===== config.mk =====
export PLATFORM = sky130hd
export DESIGN_NAME = sound_mixer_mc
export DESIGN_NICKNAME = d
export VERILOG_FILES = /design/src/rtl/sound_pkg.sv /design/src/rtl/sound_mixer_regs.sv /design/src/rtl/sound_mixer_mc.sv
export SDC_FILE = /design/constraint.sdc
export NUM_CORES = 1
export LEC_CHECK = 0
export BUFFER_PORTS_ARGS = -buffer_cell sky130_fd_sc_hd__buf_2
export CAP_MARGIN = 5
export CORE_ASPECT_RATIO = 0.9
export CORE_MARGIN = 3
export CORE_UTILIZATION = 40
export DETAILED_ROUTE_END_ITERATION = 7
export GPL_ROUTABILITY_DRIVEN = 0
export MAX_ROUTING_LAYER = met4
export PLACE_DENSITY_LB_ADDON = 0.08
export SLEW_MARGIN = 5
export SYNTH_ARGS = -nofsm -noshare
export SYNTH_HDL_FRONTEND = slang
export SYNTH_SLANG_ARGS = --single-unit

===== constraint.sdc =====
create_clock -name clk -period 14 [get_ports clk]
set_clock_uncertainty 0.1 [all_clocks]
set_input_delay 2.1 -clock clk [delete_from_list [all_inputs] [get_ports clk]]
set_output_delay 2.1 -clock clk [all_outputs]
set_load 0.02 [all_outputs]

===== src/rtl/sound_pkg.sv =====
// Shared definitions for the multi-channel sound mixer: register indices,
// volume defaults and the mix sequencer states.
package sound_pkg;

  localparam logic [7:0] MIX_IDX_RESET   = 8'h00;
  localparam logic [7:0] MIX_IDX_MASTER  = 8'h22;
  localparam logic [7:0] MIX_IDX_CH_BASE = 8'h30;
  localparam logic [7:0] MIX_IDX_STATUS  = 8'h3F;

  // Full volume on both sides (L in [7:4], R in [3:0]).
  localparam logic [7:0] MIX_VOL_DEFAULT = 8'hFF;

  typedef enum logic [1:0] {
    ST_IDLE,
    ST_ACC,
    ST_MASTER,
    ST_SAT
  } mix_state_t;

endpackage


===== src/rtl/sound_mixer_regs.sv =====
// Sound Blaster Pro style index/data register pair for the mixer: per-channel
// and master volumes, sticky status bits and the combinational read mux.
module sound_mixer_regs
  import sound_pkg::*;
#(
  parameter int CHANNELS = 4
) (
  input  logic                  clk,
  input  logic                  rst_n,
  input  logic                  io_address,
  input  logic                  io_read,
  input  logic                  io_write,
  input  logic [7:0]            io_writedata,
  output logic [7:0]            io_readdata,
  output logic [CHANNELS*8-1:0] ch_vol,
  output logic [7:0]            master_vol,
  input  logic                  set_clip_l,
  input  logic                  set_clip_r,
  input  logic                  set_overrun
);

  logic [7:0] index_q;
  logic [7:0] master_q;
  logic [7:0] vol_q [CHANNELS];
  logic [2:0] status_q;
  logic [2:0] status_next;
  logic       status_clr;

  // A data read of the status index or a write to the reset index clears status.
  assign status_clr = io_address &&
                      ((io_read  && index_q == MIX_IDX_STATUS) ||
                       (io_write && index_q == MIX_IDX_RESET));

  // Sticky status: hardware sets win over a same-cycle clear.
  always_comb begin
    // NOTE: assign a default before any conditional update so no latch is inferred.
    status_next = status_q;
    if (status_clr) status_next = '0;
    status_next = status_next | {set_overrun, set_clip_r, set_clip_l};
  end

  // Index register, volume registers and status register.
  always_ff @(posedge clk or negedge rst_n) begin
    if (!rst_n) begin
      index_q  <= MIX_IDX_RESET;
      master_q <= MIX_VOL_DEFAULT;
      for (int c = 0; c < CHANNELS; c++) vol_q[c] <= MIX_VOL_DEFAULT;
      status_q <= '0;
    end else begin
      // NOTE: state is updated with non-blocking assignments so every register
      // samples the pre-edge values regardless of statement order.
      if (io_write && !io_address) index_q <= io_writedata;
      if (io_write && io_address) begin
        if (index_q == MIX_IDX_RESET) begin
          master_q <= MIX_VOL_DEFAULT;
          for (int c = 0; c < CHANNELS; c++) vol_q[c] <= MIX_VOL_DEFAULT;
        end else if (index_q == MIX_IDX_MASTER) begin
          master_q <= io_writedata;
        end else begin
          for (int c = 0; c < CHANNELS; c++)
            if (index_q == MIX_IDX_CH_BASE + 8'(c)) vol_q[c] <= io_writedata;
        end
      end
      status_q <= status_next;
    end
  end

  // Combinational read mux; unmapped indices read as 0xFF.
  always_comb begin
    io_readdata = 8'hFF;
    if (!io_address) begin
      io_readdata = index_q;
    end else if (index_q == MIX_IDX_RESET) begin
      io_readdata = 8'h00;
    end else if (index_q == MIX_IDX_MASTER) begin
      io_readdata = master_q;
    end else if (index_q == MIX_IDX_STATUS) begin
      io_readdata = {5'b0, status_q};
    end else begin
      for (int c = 0; c < CHANNELS; c++)
        if (index_q == MIX_IDX_CH_BASE + 8'(c)) io_readdata = vol_q[c];
    end
  end

  assign master_vol = master_q;

  for (genvar g = 0; g < CHANNELS; g++) begin : g_vol
    assign ch_vol[g*8 +: 8] = vol_q[g];
  end

endmodule


===== src/rtl/sound_mixer_mc.sv =====
// Multi-channel stereo mixer: snapshots all sources on sample_tick, then
// accumulates one channel per clock, applies master volume and saturates.
module sound_mixer_mc
  import sound_pkg::*;
#(
  parameter int CHANNELS = 4,
  parameter int SAMPLE_W = 16,
  parameter int OUT_W    = 16,
  parameter int VOL_W    = 4
) (
  input  logic                         clk,
  input  logic                         rst_n,
  input  logic                         io_address,
  input  logic                         io_read,
  input  logic                         io_write,
  input  logic [7:0]                   io_writedata,
  output logic [7:0]                   io_readdata,
  input  logic                         sample_tick,
  input  logic [CHANNELS*SAMPLE_W-1:0] ch_sample_l,
  input  logic [CHANNELS*SAMPLE_W-1:0] ch_sample_r,
  output logic [OUT_W-1:0]             sample_l,
  output logic [OUT_W-1:0]             sample_r,
  output logic                         sample_valid,
  output logic                         busy
);

  localparam int CH_W   = (CHANNELS > 1) ? $clog2(CHANNELS) : 1;
  localparam int ACC_W  = SAMPLE_W + VOL_W + $clog2(CHANNELS) + 1;
  localparam int PROD_W = ACC_W + VOL_W;

  localparam logic [CH_W-1:0]          CH_LAST = CH_W'(CHANNELS - 1);
  localparam logic signed [PROD_W-1:0] OUT_MAX = PROD_W'((1 <<< (OUT_W - 1)) - 1);
  localparam logic signed [PROD_W-1:0] OUT_MIN = ~OUT_MAX;

  logic [CHANNELS*8-1:0] ch_vol;
  logic [7:0]            master_vol;
  logic                  set_clip_l, set_clip_r, set_overrun;

  mix_state_t              state;
  logic [CH_W-1:0]         ch;
  logic signed [ACC_W-1:0] acc_l, acc_r;

  logic signed [SAMPLE_W-1:0] snap_l   [CHANNELS];
  logic signed [SAMPLE_W-1:0] snap_r   [CHANNELS];
  logic [7:0]                 snap_vol [CHANNELS];
  logic [7:0]                 snap_master;

  logic signed [ACC_W-1:0]  term_l, term_r;
  logic signed [PROD_W-1:0] mp_l, mp_r, m_l, m_r;
  logic [OUT_W-1:0]         sat_l, sat_r;
  logic                     clip_l, clip_r;

  sound_mixer_regs #(.CHANNELS(CHANNELS)) u_regs (
    .clk          (clk),
    .rst_n        (rst_n),
    .io_address   (io_address),
    .io_read      (io_read),
    .io_write     (io_write),
    .io_writedata (io_writedata),
    .io_readdata  (io_readdata),
    .ch_vol       (ch_vol),
    .master_vol   (master_vol),
    .set_clip_l   (set_clip_l),
    .set_clip_r   (set_clip_r),
    .set_overrun  (set_overrun)
  );

  // Snapshot sources and volumes when a mix starts, so later writes only affect the next mix.
  always_ff @(posedge clk) begin
    // NOTE: these holding registers are always loaded before they are read,
    // so they carry no reset.
    if (state == ST_IDLE && sample_tick) begin
      for (int c = 0; c < CHANNELS; c++) begin
        snap_l[c]   <= ch_sample_l[c*SAMPLE_W +: SAMPLE_W];
        snap_r[c]   <= ch_sample_r[c*SAMPLE_W +: SAMPLE_W];
        snap_vol[c] <= ch_vol[c*8 +: 8];
      end
      snap_master <= master_vol;
    end
  end

  // Per-channel term (signed sample times zero-extended gain) and master scaling.
  assign term_l = ACC_W'(snap_l[ch]) * ACC_W'($signed({1'b0, snap_vol[ch][7:4]}));
  assign term_r = ACC_W'(snap_r[ch]) * ACC_W'($signed({1'b0, snap_vol[ch][3:0]}));
  assign mp_l   = PROD_W'(acc_l) * PROD_W'($signed({1'b0, snap_master[7:4]}));
  assign mp_r   = PROD_W'(acc_r) * PROD_W'($signed({1'b0, snap_master[3:0]}));
  assign m_l    = mp_l >>> 8;
  assign m_r    = mp_r >>> 8;

  // Clamp the scaled sums to the output range and flag clipping.
  always_comb begin
    clip_l = (m_l > OUT_MAX) || (m_l < OUT_MIN);
    clip_r = (m_r > OUT_MAX) || (m_r < OUT_MIN);
    sat_l  = m_l[OUT_W-1:0];
    sat_r  = m_r[OUT_W-1:0];
    if (m_l > OUT_MAX) sat_l = OUT_MAX[OUT_W-1:0];
    if (m_l < OUT_MIN) sat_l = OUT_MIN[OUT_W-1:0];
    if (m_r > OUT_MAX) sat_r = OUT_MAX[OUT_W-1:0];
    if (m_r < OUT_MIN) sat_r = OUT_MIN[OUT_W-1:0];
  end

  assign set_clip_l  = (state == ST_MASTER) && clip_l;
  assign set_clip_r  = (state == ST_MASTER) && clip_r;
  assign set_overrun = sample_tick && (state != ST_IDLE);

  // Mix sequencer: IDLE -> ACC (one channel per clock) -> MASTER -> SAT -> IDLE.
  always_ff @(posedge clk or negedge rst_n) begin
    if (!rst_n) begin
      state        <= ST_IDLE;
      ch           <= '0;
      acc_l        <= '0;
      acc_r        <= '0;
      sample_l     <= '0;
      sample_r     <= '0;
      sample_valid <= 1'b0;
      busy         <= 1'b0;
    end else begin
      sample_valid <= 1'b0;
      case (state)
        ST_IDLE: begin
          if (sample_tick) begin
            acc_l <= '0;
            acc_r <= '0;
            ch    <= '0;
            busy  <= 1'b1;
            state <= ST_ACC;
          end
        end
        ST_ACC: begin
          acc_l <= acc_l + term_l;
          acc_r <= acc_r + term_r;
          if (ch == CH_LAST) state <= ST_MASTER;
          else               ch    <= ch + 1'b1;
        end
        ST_MASTER: begin
          // The saturated result is registered here so it is visible during SAT.
          sample_l     <= sat_l;
          sample_r     <= sat_r;
          sample_valid <= 1'b1;
          state        <= ST_SAT;
        end
        default: begin
          busy  <= 1'b0;
          state <= ST_IDLE;
        end
      endcase
    end
  end

endmodule


# Word-level counts from Yosys, hierarchy flattened

Memory sizes are Yosys's and may differ from the RTL's.
Cells that the tools add are included.

Flip-flop bits (word level): 143
Memory bits (read-only): 0
Memory bits (writable): 160
Memories kept: 3
Word-level logic and storage cells: 112
Bits of input ports: 142
Latch bits: 0
Output and inout port bits: 42

Memories:

| memory   | depth | bits a word | read ports | clocked after Yosys merged registers in | write ports | RTL line             | RTL |
|---|---|---|---|---|---|---|---|
| snap_l   | 4     | 16          | 1          | 0                                       | 4           | sound_mixer_mc.sv:43 | `logic signed [SAMPLE_W-1:0] snap_l [CHANNELS];` |
| snap_r   | 4     | 16          | 1          | 0                                       | 4           | sound_mixer_mc.sv:44 | `logic signed [SAMPLE_W-1:0] snap_r [CHANNELS];` |
| snap_vol | 4     | 8           | 1          | 0                                       | 4           | sound_mixer_mc.sv:45 | `logic [7:0] snap_vol [CHANNELS];` |

Multipliers: 4
Mux-type cells: 35
Order comparisons: 4
Bitwise operators: 2
Add/sub/neg operators: 3
Shift operators: 0
Equality and inequality tests: 13
Reduce and logical (&&, ||, !) cells: 32
Div/mod/pow operators: 0

Operator list:

| operator             | number |
|---|---|
| $mux 8               | 14 |
| $pmux 23 s2          | 2 |
| $mux 16              | 4 |
| $mux 32              | 2 |
| $mul 23x5->27        | 2 |
| $eq 8x6->1 const B   | 6 |
| $add 23x21->23       | 2 |
| $mul 16x5->21        | 2 |
| $gt 19x16->1 const B | 2 |
| $lt 19x16->1 const B | 2 |
| $mux 23              | 1 |
| $reduce_and 3->1     | 5 |
| $reduce_bool 2->1    | 7 |
| $logic_and 1x1->1    | 9 |
| $logic_not 8->1      | 1 |
| $mux 2               | 4 |
| $reduce_and 2->1     | 4 |
| $ne 2x2->1 const B   | 3 |
| $pmux 2 s3           | 1 |
| $eq 2x2->1 const B   | 2 |
| $mux 1               | 4 |
| $pmux 2 s2           | 1 |
| $logic_or 1x1->1     | 3 |
| $mux 3               | 1 |
| other kinds (9)      | 9 |

# Logic depth before layout (Yosys ltp)

Gate-level depths: netlist of the first run.

Depth in word-level cells: 9
Depth in mapped cells: 20

# By module

A second synthesis of the first run with hierarchy kept.

Cell total of the unflattened synthesis: 2125
Area total of the unflattened synthesis: 23740.3 sq um

Modules (own cells, without submodules):

| module           | cells an instance | sequential area each (sq um) | times used | area an instance (sq um) |
|---|---|---|---|---|
| sound_mixer_mc   | 1864              | 7146.9                       | 1          | 21064.0 |
| sound_mixer_regs | 261               | 1326.3                       | 1          | 2676.3 |

# Least setup slack after synthesis of the first run

No wires, ideal clock.

Path type: in2reg
From: in sample_tick
To: mem snap_l[0][0] (enable)
Setup time: 547 ps
Slack: 7450 ps
Required time: 13353 ps
Arrival time: 5903 ps
Cell stages on the path: 1
Cell sequence: and2_1

RTL lines:

| item               | RTL line             | RTL |
|---|---|---|
| start: declaration | sound_mixer_mc.sv:18 | `input logic sample_tick,` |
| end: declaration   | sound_mixer_mc.sv:43 |  |

# Worst setup path after layout of the first run

From: reg ch[0]
To: reg acc_r[21]

Cells in the longest elaborated chain, start to end: 4
Elaborated cells on any way between the ends: 5

Ends and longest elaborated chain:

| item                                        | RTL line              | RTL |
|---|---|---|
| start: declaration                          | sound_mixer_mc.sv:40  | `logic [CH_W-1:0] ch;` |
| start signal: assignment                    | sound_mixer_mc.sv:133 | `else ch <= ch + 1'b1;` |
| $mem_v2 4x16 or $mem_v2 4x8 (tied branches) | --                    |  |
| $mul 16x5->21 *                             | sound_mixer_mc.sv:84  | `assign term_r = ACC_W'(snap_r[ch]) * ACC_W'($signed({1'b0, snap_vol[ch][3:0]}));` |
| $add 23x21->23 *                            | sound_mixer_mc.sv:131 | `acc_r <= acc_r + term_r;` |
| $pmux 23 s2 *                               | sound_mixer_mc.sv:119 | `case (state)` |
| end signal: assignment                      | sound_mixer_mc.sv:131 |  |
| end: declaration                            | sound_mixer_mc.sv:41  | `logic signed [ACC_W-1:0] acc_l, acc_r;` |

Mark *: on every way between the ends. The rest lies on a longest branch, timed or not.
A chain may end at the register's enable or synchronous reset.

==> run metrics, run 1 <==
Worst slew margin 24.9%; placed instance count 3,087; Setup crit end kind flop; layout cells sized above 1 ~16%; largest net degree at the start of global routing 86; syn nets roughly 2.7k; Core Area 0.0588 mm2; First-pass DRT Iterations 5; Final min period 6430 ps; delay-heaviest family, CP compound AO/OA/AOI/OAI gates; DRC viols 0; Post-Route WL 53.6 mm; crit path buf inv count 3; initial antenna violation count 3; Final setup viols 0; DR vias/cell 4.94; CTS tree yes; ys async rst share 44.6%; hpwl dp around 43 mm; cells along the critical path buf_4 > mux4_2 > and2_1 > fa_1 > ha_1 > inv_1 > fa_1 > inv_1 > ha_1 > a21o_1 > a21o_1 > a2111oi_0 > o211ai_1 > a311oi_1 > o21ai_0 > a21oi_1 > xor2_1 > o21ai_0; fin nets 2,889; Post-synth EDFFs 168; hold slack 385 ps; Area Overhead vs Synth 12.0%; Filler cells approximately 5.6k; Die H 238 um; GRT Resource Usage Total 18.0%; Clk Latency, worst-skew pair 550 ps; CTS max path bufs 3; CP max stage cell a2111oi_0; pins over their slew limit 0; CP peak stage delay 750 ps; startpoint types flop; global-route wire length before repair roughly 90 mm; vias in the first global route 16.3k; number of synthesized register bits 303; fin crit share 45.9%; Vias 15.6k; CTS sink count 303; cell area after synthesis around 0.024 mm2; Worst EP arrival 6750 ps; post-synthesis sequential area ratio between 30% and 40%; Yosys cell types 81; row count 84; Mapped Cells 2,192; 1st-iter DRT viols 770; status completed; Worst Path Max Fanout 45; total CTS buffers 36; clk root buf clkbuf_16; fin cells 3,156; antenna viol nets, final 0; Crit Path Class flop to flop; I/O Pins 184; grt ovf 0; die width approximately 260 um; Seq. cell area 0.00848 mm2; setup_tns 0 ps; Critical Path RT 14,320 ps; Hold Buf Count CTS 0; Slew @ Worst Pin around 1100 ps; Die Area 0.0627 mm2; initial core utilization about two fifths; RSZ-0062 raised after global routing no; Multi-input gate area 0.0140 mm2; synth warn 0; # port buffers about 180; max cap viols 0; FMAX 0.155 GHz; Resized cells post-CTS 0; Primary FF master, synth edfxtp_1; postcts setup bufs 0; class of the worst hold path flop to flop; H-tree Lvls 2; Clock Pin Slew Worst Setup and Hold Paths about 60 ps; Synth Area per Inst 10.9 um2; wire per inst 17.0 um; Fin. Hold Viols 0
-- sequential cells by signal, indices dropped and copies added (netlist names), 2 cells and up --
signal             flops
snap_l                64
snap_r                64
snap_vol              32
u_regs.ch_vol         32
acc_l                 23
acc_r                 23
sample_l              16
sample_r              16
snap_master            8
u_regs.index_q         8
u_regs.master_vol      8
u_regs.status_q        3
ch                     2
state                  2
-- per-layer routing --
metal | up-vias | share of wire [%] | global-route usage, %
met1 | 7615 | 54 | 27.8
met3 | 48 | 3.6 | 2.56
met2 | 223 | 41 | 25.3
met4 | 0 | 1.4 | 3.61
li1 | 7696 | - | -
met5 | - | 0 | -
-- Yosys cell counts, types with 4 or more instances --
cell	n	share of area [%]
dfrtp_1	95	10
mux2_2	10	0.47
o31ai_1	5	0.16
o221ai_1	5	0.18
a21oi_1	69	1.4
a311oi_2	7	0.44
nand4_1	6	0.16
o21bai_1	11	0.35
fa_1	202	17
a31oi_1	8	0.21
a21o_1	31	0.97
a311oi_1	18	0.66
nand2_1	175	2.8
nor2b_1	12	0.31
and2_1	266	7.0
o21ai_0	108	2.3
a22o_1	10	0.37
clkbuf_1	60	0.94
xnor2_1	48	1.8
nor3b_1	5	0.16
o21a_1	6	0.19
dfstp_2	40	4.4
buf_2	5	0.10
o21ai_1	4	0.084
nor3_1	11	0.23
ha_1	194	10
nand3_1	19	0.40
inv_1	311	4.9
buf_1	4	0.063
edfxtp_1	168	21
a211oi_2	5	0.26
nor2_1	104	1.6
a211oi_1	8	0.25
xor2_1	39	1.4
mux4_2	48	4.5
-- final cells by class --
cell class,count,share of cell area (%)
antenna,3,0.0281
clock buffer,53,3.91
clock inverter,13,0.468
inverter,313,4.39
multi-input combinational,1505,52.2
sequential,303,31.7
tap,774,3.62
timing repair buffer,192,3.70
-- worst register-to-register path, stage by stage (launching register included) --
cell and delay, ps:
dfrtp_2 340, buf_4 670, mux4_2 760, and2_1 210, fa_1 450, ha_1 300
inv_1 50, fa_1 590, inv_1 60, ha_1 280, a21o_1 180, a21o_1 210
a2111oi_0 750, o211ai_1 280, a311oi_1 510, o21ai_0 150, a21oi_1 190, xor2_1 140
o21ai_0 80
-- per-stage QoR --
stage / utilization (%) / instance area [um2] / setup WS (ps)
2_1_floorplan: - / 23900 / 7450
3_3_place_gp: 43.5 / 25600 / 7670
3_5_place_dp: 43.5 / 25600 / 7630
4_1_cts: 45.5 / 26700 / 7580
5_1_grt: 45.5 / 26700 / 7110
6_report: 45.5 / 26800 / 7570
-- final timing paths --
kind / slack, ps / from / to / cells after the start
max in group asynchronous: 11030 / rst_n / u_regs.index_q[3]$_DFFE_PN0P_ / 2
worst max-delay path: 7570 / ch[0]$_DFFE_PN0P_ / acc_r[21]$_DFFE_PN0P_ / 18
min in group asynchronous: 1490 / rst_n / sample_r[7]$_DFFE_PN0P_ / 1
worst max register to register: 7570 / ch[0]$_DFFE_PN0P_ / acc_r[21]$_DFFE_PN0P_ / 18
worst min-delay path: 390 / u_regs.ch_vol[1]$_DFFE_PN1P_ / u_regs.ch_vol[1]$_DFFE_PN1P_ / 2
worst min register to register: 390 / u_regs.ch_vol[1]$_DFFE_PN1P_ / u_regs.ch_vol[1]$_DFFE_PN1P_ / 2
-- cells by family (layout without fill, tap and decap cells) --
family | Yosys count | in the layout | share of synthesized area [%]
multiplexers | 60 | 60 | 5.08
AO/OA/AOI/OAI | 342 | 342 | 9.69
other | 0 | 3 | 0
adder cells (fa/ha/maj) | 396 | 396 | 27.1
AND/OR/NAND/NOR | 620 | 620 | 13.3
XOR/XNOR | 87 | 87 | 3.19
buffers and inverters | 384 | 571 | 6.12
flip-flops | 303 | 303 | 35.5
-- cells in the final DEF, fill, tap and decap left out, types with 5 or more instances in the layout --
cell type  netlist  layout
a211oi_1         8       8
a211oi_2         5       5
a21o_1          31      31
a21oi_1         69      69
a22o_1          10      10
a311oi_1        18      18
a311oi_2         7       7
a31oi_1          8       8
and2_1         266     265
buf_2            5     182
buf_4            0       9
clkbuf_1        60      11
clkbuf_16        0      38
dfrtp_1         95      93
dfstp_2         40      40
edfxtp_1       168     168
fa_1           202     202
ha_1           194     193
inv_1          311     311
mux2_2          10      10
mux4_2          48      48
nand2_1        175     175
nand3_1         19      19
nand4_1          6       6
nor2_1         104     104
nor2b_1         12      12
nor3_1          11      11
nor3b_1          5       5
o21a_1           6       6
o21ai_0        108     107
o21bai_1        11      11
o221ai_1         5       5
o31ai_1          5       5
xnor2_1         48      48
xor2_1          39      39
Power of run 1 is left out: the tool's default activity adds up to more than one toggle a clock period on the data nets, which glitch-free logic cannot reach.
==> run 2, diff against run 1 <==
clock period = 5.5 ns   (was 14 ns; I/O delays follow)
==> run 2 against run 1 <==
- non-clock buffer count is 35 higher
- cell count rose by 1.0%
- hold slack got worse by 120 ps
- critical path type unchanged
- critical endpoint is now acc_l[19]$_DFFE_PN0P_
- final area up 1.5%
==> run metrics, run 2 (same netlist as run 1, synthesis figures left out) <==
class of the worst hold path primary input to async pin; row count 84 (unchanged); startpoint types flop; Final WS setup 287 ps (-7280 ps); fin nets 2,924 (+1.2%); GRT Resource Usage Total 18.1% (+0.050 points); Hold Buf Count CTS 0 (unchanged); grt ovf 0 (unchanged); die width 264 um (unchanged); Vias 15.8k (+1.6%); Filler cells 5,464 (-1.8%); Die Area 0.0627 mm2 (unchanged); layout cells sized above 1 17.9% (+2.0 points); CTS tree yes; global-route wire length before repair 90.2 mm (+1.1%); Post-Route WL 54.2 mm (+1.1%); Final setup viols 0 (unchanged); pins over their slew limit 0 (unchanged); hold slack 261 ps (-124 ps); Area Overhead vs Synth 13.7%; fin crit share 94.8% (+49 points); commonest non-fill, non-tap cell in the layout inv_1; Clock Pin Slew Worst Setup and Hold Paths 60 ps (about the same); Worst Path Max Fanout 13 (-71%); clk root buf clkbuf_16; Worst EP arrival 5520 ps (-1230 ps); 1st-iter DRT viols 870 (+13%); DRC viols 0 (unchanged); Worst slew margin 21.3% (-3.5 points); I/O Pins 184 (unchanged); H-tree Lvls 2 (unchanged); Core Area 0.0588 mm2 (unchanged); Slew @ Worst Pin 1170 ps (+52.8 ps); First-pass DRT Iterations 5 (unchanged); CTS max path bufs 3 (unchanged); DR vias/cell 4.96 (+0.52%); antenna viol nets, final 0 (unchanged); initial antenna violation count 4 (+1); FMAX 0.192 GHz (+23%); total CTS buffers 36 (unchanged); setup_tns 0 ps (unchanged); Die H 238 um (unchanged); RSZ-0062 raised after global routing no; Clk Latency, worst-skew pair 550 ps (about the same); Setup crit end kind flop; Final min period 5210 ps (-1220 ps); post-place setup slack 190 ps (-7430 ps); wire per inst 17.0 um (about the same); commonest cells after routing, fill and taps aside 311 x inv_1, 265 x and2_1, 202 x fa_1, 191 x ha_1, 182 x buf_2; Crit Path Class flop to flop; biggest regs snap_l (64), snap_r (64); Fin. Hold Viols 0 (unchanged); # port buffers 183 (unchanged); max cap viols 0 (unchanged); initial core utilization 40.6% (unchanged); hpwl dp 42.6 mm (+0.10%); status completed; Critical Path RT 5810 ps (-8510 ps); vias in the first global route 16.9k (+4.2%); largest net degree at the start of global routing 161 (+87%); CTS sink count 303 (unchanged)
==> run 2: cell count changes in the layout (fill, tap and decap cells not counted), sizes merged <==
cell	change
clkinvlp	+1
diode	-1
buf	+34
bufinv	-1
==> run 2: critical path, stage by stage, from the launching register on <==
cell	delay [ps]
dfrtp_2	410
buf_12	170
mux4_2	540
buf_4	190
nand2_1	90
fa_1	440
fa_1	480
fa_1	540
inv_1	40
ha_1	320
a21o_1	230
a2111oi_4	350
buf_4	170
o211ai_1	140
a311oi_2	350
buf_4	170
o21ai_0	80
xnor2_1	160
o21ai_0	90
==> run 2: layout make-up <==
| class | instances | area, um2 | area share (%) |
|---|---|---|---|
| sequential | 303 | 8480 | 31.2 |
| clock inverter | 13 | 118 | 0.433 |
| inverter | 313 | 1170 | 4.33 |
| tap | 774 | 968 | 3.57 |
| antenna | 2 | 5.00 | 0.0184 |
| multi-input combinational | 1505 | 14100 | 51.8 |
| timing repair buffer | 227 | 1320 | 4.87 |
| clock buffer | 52 | 1020 | 3.75 |
==> run 2: metrics by stage <==
stage | utilization (%) | cells | cell area [um2]
6_report | 46.2 | 3189 | 27200
3_5_place_dp | 43.9 | 3110 | 25800
4_1_cts | 45.9 | 3175 | 26900
5_1_grt | 46.2 | 3188 | 27200
3_3_place_gp | 43.9 | 3110 | 25800
2_1_floorplan | - | 2192 | 23900
==> run 2: final timing paths <==
kind / from / endpoint / slack (ps) / depth (start not counted)
max: ch[0]$_DFFE_PN0P_ / acc_l[19]$_DFFE_PN0P_ / 290 / 18
min: rst_n / sample_r[6]$_DFFE_PN0P_ / 260 / 1
max reg2reg: ch[0]$_DFFE_PN0P_ / acc_l[19]$_DFFE_PN0P_ / 290 / 18
min reg2reg: u_regs.ch_vol[24]$_DFFE_PN1P_ / u_regs.ch_vol[24]$_DFFE_PN1P_ / 390 / 2
max in group asynchronous: rst_n / u_regs.index_q[1]$_DFFE_PN0P_ / 3870 / 2
min in group clk: ch_sample_l[50] / snap_l[3][2]$_DFFE_PP_ / 340 / 1
==> run 2: what timing repair did <==
action | 4_1_cts | 5_1_grt
setup endpoints to repair | 0 | 36
setup buffers | 0 | 10
gates resized for setup | 0 | 20
==> run 2: layer usage <==
metal / up-vias / wire length (um) / GRT usage [%]
met3: 53 / 1990 / 2.37
met4: 0 / 745 / 3.64
met1: 7779 / 28100 / 26.8
met2: 236 / 23400 / 26.7
li1: 7759 / - / -
met5: - / 0 / -
Power of run 2 is left out for the same reason.
==> run 3, diff against run 2 <==
ABC_AREA = 1   (was unset)
SETUP_SLACK_MARGIN = 0.5   (was unset)
==> run 3 against run 2 <==
- die area up 6.1%
- sequential cell count unchanged
- via count up 29%
- setup slack gained 330 ps
- area after synthesis up 6.2%
- hold slack worse by 230 ps
- highest routed layer unchanged
==> run metrics, run 3 <==
CTS sink count 303 (unchanged); Filler cells 6,201 (+13%); CTS max path bufs 3 (unchanged); wire per inst 16.4 um (-3.5%); Hold Buf Count CTS 0 (unchanged); share of the synthesized area in the top cell type 19.9% (-1.2 points); Crit Path Class flop to flop; Die Area 0.0665 mm2 (+6.1%); Worst slew margin 31.9% (+11 points); initial antenna violation count 7 (+3); DRC viols 0 (unchanged); commonest non-fill, non-tap cell in the layout nand2_1; status completed; largest net degree at the start of global routing 169 (+5.0%); # port buffers 183 (unchanged); Area Overhead vs Synth 15.0%; synth warn 0 (unchanged); fin nets 3,824 (+31%); Slew @ Worst Pin 1020 ps (-152 ps); Synth top cells by count 844 x nand2_1, 576 x inv_1, 281 x nor2_1; H-tree Lvls 2 (unchanged); final core occ 47.1% (+0.85 points); Mapped Cells 3,088 (+41%); 1st-iter DRT viols 1,200 (+38%); Worst Path Max Fanout 15 (+2); Synth Area per Inst 8.21 um2 (-25%); Clk Latency, worst-skew pair 570 ps (+20 ps); Synth area leader edfxtp_1; Core Area 0.0620 mm2 (+5.5%); Yosys cell types 48 (-41%); CTS tree yes; grt ovf 0 (unchanged); most frequent cell after synthesis nand2_1; initial core utilization 40.9% (+0.28 points); total CTS buffers 37 (+2.8%); pins over their slew limit 0 (unchanged); biggest regs snap_l (64), snap_r (64); worst r2r path cells 20 (+2); Critical Path RT 5850 ps (+40 ps); reg2reg setup slack 620 ps (+330 ps); Final setup viols 0 (unchanged); DR vias/cell 4.92 (-0.84%); global-route wire length before repair 110 mm (+21%); post-synthesis sequential area ratio 33.4% (-2.1 points); I/O Pins 184 (unchanged); number of synthesized register bits 303 (unchanged); antenna viol nets, final 0 (unchanged); Post-synth EDFFs 168 (unchanged); Die H 245 um (+3.0%); post-place setup slack 239 ps (+48.7 ps); Post-Route WL 68.2 mm (+26%); class of the worst hold path primary input to async pin; Final min period 4880 ps (-333 ps); Final WS setup 620 ps (+333 ps); Clock Pin Slew Worst Setup and Hold Paths 60 ps (about the same); vias in the first global route 20.6k (+21%); First-pass DRT Iterations 6 (+1); Vias 20.5k (+29%); Fin. Hold Viols 0 (unchanged); startpoint types flop; cell area after synthesis 0.0254 mm2 (+6.2%); row count 86 (+2.4%); placed instance count 4,066 (+31%); ys async rst share 44.6% (unchanged); reg2reg start ch[0]$_DFFE_PN0P_; clk root buf clkbuf_16; synth top area cells edfxtp_1 20%, fa_1 16%, nand2_1 12%; FMAX 0.205 GHz (+6.8%); Primary FF master, synth edfxtp_1; GRT Resource Usage Total 21.1% (+3.0 points); fin cells 4,157 (+30%); die width 271 um (+3.0%); commonest cells after routing, fill and taps aside 840 x nand2_1, 566 x inv_1, 271 x nor2_1, 202 x fa_1, 188 x ha_1; RSZ-0062 raised after global routing yes; Worst EP arrival 5230 ps (-290 ps); fin crit share 88.7% (-6.1 points); syn nets 3,626 (+33%); layout cells sized above 1 13.0% (-4.9 points); setup_tns 0 ps (unchanged); Setup crit end kind flop; Worst R2R End acc_r[17]$_DFFE_PN0P_; max cap viols 0 (unchanged); hpwl dp 54.1 mm (+27%)
[run 3: stage by stage]
stage                     area (um2)  hold WS (ps)
final                          29200          31.2
after global routing           29200          26.1
after CTS                      28700          2.36
after detailed placement       27300           360
after global placement         27300           357
after floorplan                25400           344
[run 3: kinds of logic after synthesis]
| logic type | count (synthesis) | synth area share [%] |
|---|---|---|
| compound gates | 424 | 9.86 |
| simple gates | 1260 | 19.7 |
| xor+xnor | 47 | 1.62 |
| fa+ha+maj | 396 | 25.5 |
| buf+inv | 656 | 9.85 |
| mux | 2 | 0.0888 |
| flops | 303 | 33.4 |
[run 3: worst max path at each step]
stage               cells after the start  slack, ps              start                     to
floorplan                              24        550  ch[0]$_DFFE_PN0P_  acc_l[22]$_DFFE_PN0P_
detailed placement                     19        240  ch[0]$_DFFE_PN0P_  acc_r[21]$_DFFE_PN0P_
CTS                                    19        450  ch[0]$_DFFE_PN0P_  acc_r[21]$_DFFE_PN0P_
global route                           20        420  ch[0]$_DFFE_PN0P_  acc_r[17]$_DFFE_PN0P_
global placement                       19        300  ch[0]$_DFFE_PN0P_  acc_r[21]$_DFFE_PN0P_
finish                                 20        620  ch[0]$_DFFE_PN0P_  acc_r[17]$_DFFE_PN0P_
[run 3: critical path, cell delays in order (launching register included)]
cell and delay [ps]:
dfrtp_2 440, buf_12 170, nand2_1 70, a32oi_2 290, buf_4 170, inv_1 130
buf_4 220, nor2_1 140, fa_1 440, fa_1 470, fa_1 490, ha_1 390
nand2_1 120, inv_1 90, a21oi_1 90, o21ai_0 360, a21boi_2 130, o21bai_1 210
nand2_1 70, nand2_1 60, o21ai_0 100
[run 3: layout make-up]
type | instances | area, um2 | share of cell area (%)
Timing Repair Buffer | 233 | 1460 | 4.99
Sequential cell | 303 | 8480 | 29.0
Antenna cell | 7 | 17.5 | 0.0600
Tap cell | 836 | 1050 | 3.58
Clock buffer | 46 | 960 | 3.29
Multi-Input combinational cell | 2129 | 14700 | 50.3
Inverter | 582 | 2200 | 7.54
Clock inverter | 21 | 358 | 1.23
[run 3: per-layer routing]
| layer | up-vias | wire [um] | global-route usage [%] |
|---|---|---|---|
| met5 | - | 0 | - |
| met4 | 0 | 1520 | 5.03 |
| met3 | 88 | 4050 | 3.77 |
| met2 | 544 | 28700 | 31.1 |
| met1 | 9646 | 33900 | 30.2 |
| li1 | 10200 | - | - |
[run 3: repair_timing]
action	in CTS	in global routing
endpoints found under the setup margin	19	31
pin swaps	0	4
cloned	0	3
setup buffers	0	14
gates resized for setup	13	83
Power of run 3 is left out for the same reason.
